## src/rtl/ysyx_24080006_pma_pkg.sv

```systemverilog
// rtl/ysyx_24080006_pma_pkg.sv - shared PMA types, default region table and lookup helper
//
// Purpose: access/fault enums, the region record, the default region table and
//          pma_lookup(), which returns the lowest-indexed region that fully
//          contains [addr, end].
// Config : YSYX_24080006_PMA_NPC_SRAM_EN appends the NPC SRAM region
//          (8000_0000-87ff_ffff, RWX) as entry 8 and sets PMA_NUM_DEFAULT to 9.
package ysyx_24080006_pma_pkg;

   typedef enum logic [1:0] {
      PMA_FETCH = 2'd0,
      PMA_LOAD  = 2'd1,
      PMA_STORE = 2'd2
   } pma_acc_e;

   typedef enum logic [2:0] {
      PMA_OK       = 3'd0,
      PMA_NOMAP    = 3'd1,
      PMA_PERM     = 3'd2,
      PMA_MISALIGN = 3'd3,
      PMA_WRAP     = 3'd4
   } pma_fault_e;

   typedef struct packed {
      logic [31:0] base;
      logic [31:0] last;
      logic        r;
      logic        w;
      logic        x;
      logic        periph;
   } pma_region_t;

   // Tables are stored in a fixed-size container; entries at or above the
   // configured region count are ignored by pma_lookup().
   localparam int PMA_MAX_REGIONS = 16;
   typedef pma_region_t [PMA_MAX_REGIONS-1:0] pma_table_t;

   typedef struct packed {
      logic       hit;
      logic [4:0] index;
   } pma_lookup_t;

`ifdef YSYX_24080006_PMA_NPC_SRAM_EN
   localparam int PMA_NUM_DEFAULT = 9;
`else
   localparam int PMA_NUM_DEFAULT = 8;
`endif

   function automatic pma_region_t pma_mk(input logic [31:0] base, input logic [31:0] last,
                                          input logic r, input logic w, input logic x,
                                          input logic periph);
      pma_region_t e;
      e.base   = base;
      e.last   = last;
      e.r      = r;
      e.w      = w;
      e.x      = x;
      e.periph = periph;
      return e;
   endfunction

   function automatic pma_table_t pma_default_fn();
      pma_table_t t;
      t    = '0;
      t[0] = pma_mk(32'h0200_0000, 32'h0200_ffff, 1'b1, 1'b0, 1'b0, 1'b1); // CLINT
      t[1] = pma_mk(32'h1000_0000, 32'h1000_0fff, 1'b1, 1'b1, 1'b0, 1'b1); // UART
      t[2] = pma_mk(32'h1000_2000, 32'h1000_200f, 1'b1, 1'b1, 1'b0, 1'b1); // GPIO
      t[3] = pma_mk(32'h1001_1000, 32'h1001_1007, 1'b1, 1'b0, 1'b0, 1'b1); // PS2
      t[4] = pma_mk(32'h2100_0000, 32'h211f_ffff, 1'b1, 1'b1, 1'b0, 1'b1); // VGA
      t[5] = pma_mk(32'h0f00_0000, 32'h0f00_1fff, 1'b1, 1'b1, 1'b1, 1'b0); // SRAM
      t[6] = pma_mk(32'h3000_0000, 32'h30ff_ffff, 1'b1, 1'b0, 1'b1, 1'b0); // FLASH
      t[7] = pma_mk(32'ha000_0000, 32'ha3ff_ffff, 1'b1, 1'b1, 1'b1, 1'b0); // SDRAM
`ifdef YSYX_24080006_PMA_NPC_SRAM_EN
      t[8] = pma_mk(32'h8000_0000, 32'h87ff_ffff, 1'b1, 1'b1, 1'b1, 1'b0); // NPC SRAM
`endif
      return t;
   endfunction

   localparam pma_table_t PMA_DEFAULT_TABLE = pma_default_fn();

   // Walks from the top entry down so the lowest matching index is the one kept.
   function automatic pma_lookup_t pma_lookup(input logic [31:0] addr, input logic [32:0] end_addr,
                                              input pma_table_t table_in, input int num);
      pma_lookup_t res;
      res = '0;
      for (int i = PMA_MAX_REGIONS - 1; i >= 0; i--) begin
         if (i < num && addr >= table_in[i].base && end_addr <= {1'b0, table_in[i].last}) begin
            res.hit   = 1'b1;
            res.index = 5'(i);
         end
      end
      return res;
   endfunction

endpackage

```

## src/rtl/ysyx_24080006_pma_match.sv

```systemverilog
// rtl/ysyx_24080006_pma_match.sv - combinational region match, permission check and fault priority
//
// Ports: addr_i/type_i/size_i  request to classify
//        fault_o               pma_fault_e code (MISALIGN > WRAP > NOMAP > PERM > OK)
//        region_o              hit index, NUM_REGIONS on miss
//        periph_o              hit region is peripheral
module ysyx_24080006_pma_match
   import ysyx_24080006_pma_pkg::*;
#(
   parameter int         NUM_REGIONS = PMA_NUM_DEFAULT,
   parameter pma_table_t REGIONS     = PMA_DEFAULT_TABLE,
   parameter int         RW          = $clog2(NUM_REGIONS) + 1
) (
   input  logic [31:0]   addr_i,
   input  logic [1:0]    type_i,
   input  logic [1:0]    size_i,
   output logic [2:0]    fault_o,
   output logic [RW-1:0] region_o,
   output logic          periph_o
);

   logic [32:0] end_addr;
   logic        misalign;
   logic        allowed;
   pma_lookup_t lk;
   pma_region_t sel;

   always_comb begin
      // Size 3 is handled as a word.
      case (size_i)
         2'd0:    end_addr = {1'b0, addr_i};
         2'd1:    end_addr = {1'b0, addr_i} + 33'd1;
         default: end_addr = {1'b0, addr_i} + 33'd3;
      endcase
      misalign = (size_i == 2'd1 && addr_i[0]) || (size_i[1] && addr_i[1:0] != 2'b00);
      lk       = pma_lookup(addr_i, end_addr, REGIONS, NUM_REGIONS);
      sel      = REGIONS[lk.index[3:0]];
      case (type_i)
         PMA_FETCH: allowed = sel.x;
         PMA_LOAD:  allowed = sel.r;
         PMA_STORE: allowed = sel.w;
         default:   allowed = 1'b0;
      endcase

      if (misalign)          fault_o = PMA_MISALIGN;
      else if (end_addr[32]) fault_o = PMA_WRAP;
      else if (!lk.hit)      fault_o = PMA_NOMAP;
      else if (!allowed)     fault_o = PMA_PERM;
      else                   fault_o = PMA_OK;

      region_o = lk.hit ? RW'(lk.index) : RW'(NUM_REGIONS);
      periph_o = lk.hit && sel.periph;
   end

endmodule

```

## config.mk

```make
export PLATFORM = sky130hd
export DESIGN_NAME = ysyx_24080006_pma_match
export DESIGN_NICKNAME = d
export VERILOG_FILES = /design/src/rtl/ysyx_24080006_pma_pkg.sv /design/src/rtl/ysyx_24080006_pma_match.sv
export SDC_FILE = /design/constraint.sdc
export NUM_CORES = 1
export LEC_CHECK = 0
export CELL_PAD_IN_SITES_DETAIL_PLACEMENT = 2
export CELL_PAD_IN_SITES_GLOBAL_PLACEMENT = 2
export CORE_MARGIN = 5
export CORE_UTILIZATION = 25
export DETAILED_ROUTE_END_ITERATION = 10
export PLACE_DENSITY = 0.79
export SETUP_SLACK_MARGIN = 0.05
export SLEW_MARGIN = 20
export SYNTH_ARGS = -nofsm -noshare
export SYNTH_HDL_FRONTEND = slang
export SYNTH_SLANG_ARGS = --single-unit
export TNS_END_PERCENT = 5
```

## constraint.sdc

```tcl
create_clock -name vclk -period 5.3
set_input_delay 1.06 -clock vclk [all_inputs]
set_output_delay 1.06 -clock vclk [all_outputs]
set_load 0.005 [all_outputs]
```

==> results of run 1 <==
critical path, delay by kind of cell:
kind            cells  cell delay (ns)
buf+inv             7             1.01
mux                 1             0.09
compound gates      4             0.74
fa+ha+maj           2             0.63
simple gates        7             1.21
xor+xnor            1             0.16
metrics by stage:
stage | hold WS [ns] | instances | utilization | setup TNS, ns | setup slack (ns)
after CTS | 2.76 | 449 | 0.470 | -1.89 | -0.511
after global routing | 2.72 | 461 | 0.515 | -3.37 | -0.836
after global placement | 3.29 | 442 | 0.449 | -5.28 | -1.07
final | 2.69 | 461 | 0.515 | -2.39 | -0.683
after detailed placement | 3.32 | 442 | 0.449 | -7.70 | -1.48
after floorplan | 2.24 | 236 | - | -0.0779 | -0.0777
power groups by stage:
stage | Clock, mW | Sequential, mW | Combinational, mW
after floorplan | 0 | 0 | 0.0691
after global placement | 0 | 0 | 0.174
after detailed placement | 0 | 0 | 0.189
after CTS | 0 | 0 | 0.195
after global routing | 0 | 0 | 0.236
final | 0 | 0 | 0.224
path summary, 6_finish.rpt:
path | depth (start not counted) | endpoint | start | slack, ns
worst max-delay path | 22 | fault_o[1] | size_i[1] | -0.68
worst min-delay path | 5 | fault_o[0] | addr_i[1] | 2.69
synthesized netlist by cell type, types with 3 or more instances:
| cell type | n | area share |
|---|---|---|
| a41o_1 | 3 | 0.019 |
| ha_1 | 3 | 0.024 |
| nand3_1 | 11 | 0.035 |
| or2_2 | 3 | 0.012 |
| o21ai_0 | 7 | 0.022 |
| nor4_2 | 3 | 0.024 |
| nor3_1 | 14 | 0.044 |
| a221oi_1 | 4 | 0.022 |
| or3_1 | 9 | 0.035 |
| and2_1 | 3 | 0.012 |
| nor4_1 | 8 | 0.031 |
| and3_1 | 6 | 0.024 |
| a21oi_1 | 9 | 0.028 |
| nand2_1 | 16 | 0.038 |
| xnor2_1 | 8 | 0.044 |
| mux2i_1 | 3 | 0.019 |
| or4_4 | 3 | 0.021 |
| nand4_1 | 14 | 0.055 |
| nor2_1 | 24 | 0.057 |
| o31ai_1 | 3 | 0.014 |
| clkbuf_1 | 5 | 0.012 |
| inv_1 | 9 | 0.021 |
| and4_1 | 5 | 0.028 |
| o21ai_1 | 4 | 0.013 |
| a21o_1 | 5 | 0.024 |
| xor2_1 | 6 | 0.033 |
area by class of cell:
class,instances,area [µm²]
fill,705,3050
inverter,10,37.5
multi-input combinational,217,1800
tap,77,96.3
timing repair buffer,157,1300
cell families after synthesis:
logic type / Yosys count / share of synthesized area
compound gates: 57 / 0.269
xor+xnor: 14 / 0.0771
fa+ha+maj: 4 / 0.0362
buf+inv: 19 / 0.0519
mux: 4 / 0.0260
simple gates: 138 / 0.540
what timing repair did:
action                                  CTS  global route
setup buffers                             7            12
pin swaps                                20            26
resized for setup                        61            45
endpoints found under the setup margin    8             7
layer usage:
metal	vias up	GRT usage	part of all wire
li1	1228	-	-
met1	1425	0.291	0.43
met2	100	0.462	0.49
met3	49	0.0275	0.033
met4	0	0.0504	0.045
met5	-	0	0
==> flow_summary.yaml, run 1 <==
grt:
  grt_pass1_vias: 3029
  grt_overflow_total: 0
  grt_pass1_wl_mm: 16.6
  antenna_found_initial: 0
  grt_usage: 0.244
  grt_max_degree: 12
floorplanning:
  core_area_um2: 6280
  die-area_um2: 8060
  die_width_um: 89.8
  start_util: 0.253
  num_rows: 29
  die_h_um: 89.8
  pin_count: 44
logic_synthesis:
  yosys_warnings: 0
  ys_types: 64
  syn_nets: 276
  synth_area_um2: 1590
  yosysSeqAreaShare: 0
  syn_inst: 236
  syn_avg_cell_area_um2: 6.74
detailed_routing:
  ant_nets: 0
  drc: 0
  wl_per_cell_um: 27.1
  via_per_inst: 6.08
  wirelength_mm: 12.5
  vias: 2802
  firstDrtPassIters: 4
  drt-initial-drc-count: 79
clock_tree:
  hold_buffers: 0
sta:
  relSlewSlack: 0.668
  hold_viol: 0
  fmax_mhz: 167
  finalCritPeriodShare: 1.13
  setup_viol: 7
  finalMaxSlewViolations: 0
  rsz0062_at_grt: "true"
  tightestPinTransition_ns: 0.494
  period_minus_slack_ns: 5.98
  worst_slack_ns: -0.683
worst_setup_path:
  critPathLaunchType: "input pin"
  arrival_ns: 4.92
  path_class: "in -> out"
  cpMaxStageDelayCell: "or3_1"
  crit_required_ns: 4.24
  crit_chain: "buf_6, nand2b_4, inv_2, fa_2, nand3b_1, buf_4, buf_4, nor2_1, buf_4, nand4_1, buf_4, xor2_1, or3_1, a41o_1, a21oi_2, nor2_2, ha_1, nor2_1, mux2i_1, o21ai_1, o211ai_1, buf_2"
  cp-end-kind: "output pin"
  critical_path.max_stage_delay_ns: 0.38
  path_max_fanout: 5
  cp_common_cell: "buf_4"
finish:
  design.seq.count: 0
  clockBufferCount: 0
  antenna_cells: 0
  design_area_um2: 3230
  regArea_um2: 0
  final_cell_mix: "111 x buf_4, 21 x nor2_1, 20 x clkdlybuf4s50_1"
  nNetsFinal: 426
  final_common_cell: "buf_4"
  drive_gt1_frac: 0.477
  synthToLayoutAreaGrowth_pct: 103
power_and_ir_drop:
  switchingPower_mw: 0.118
  p_leak_nw: 1.45
  clkPwrFrac: 0
  intPower_mw: 0.106
  finalPower_mw: 0.224
  power_density_nw_per_um2: 69.2
  power_frac_comb: 1.000
  power_frac_seq: 0
  vdd.ir_drop.worst_v: 0.0000359
  swShare: 0.528
worst_hold_path:
  hp-class: "in -> out"
placement:
  place_area_um2: 2820
  gp_congestion: 0.823
  dp_hpwl_mm: 8.37
  port_buffers: 44
run_status:
  violations: "negative setup slack"
  status: "finished, violations left"
job:
  maxCapViolations: 0
(Power assumes the default switching activity.)
==> inputs of run 2 (changes only) <==
Settings changed: SLEW_MARGIN 20 to default.
==> results of run 2 <==
Final layout, timing and power as in run 1 (identical DEF).
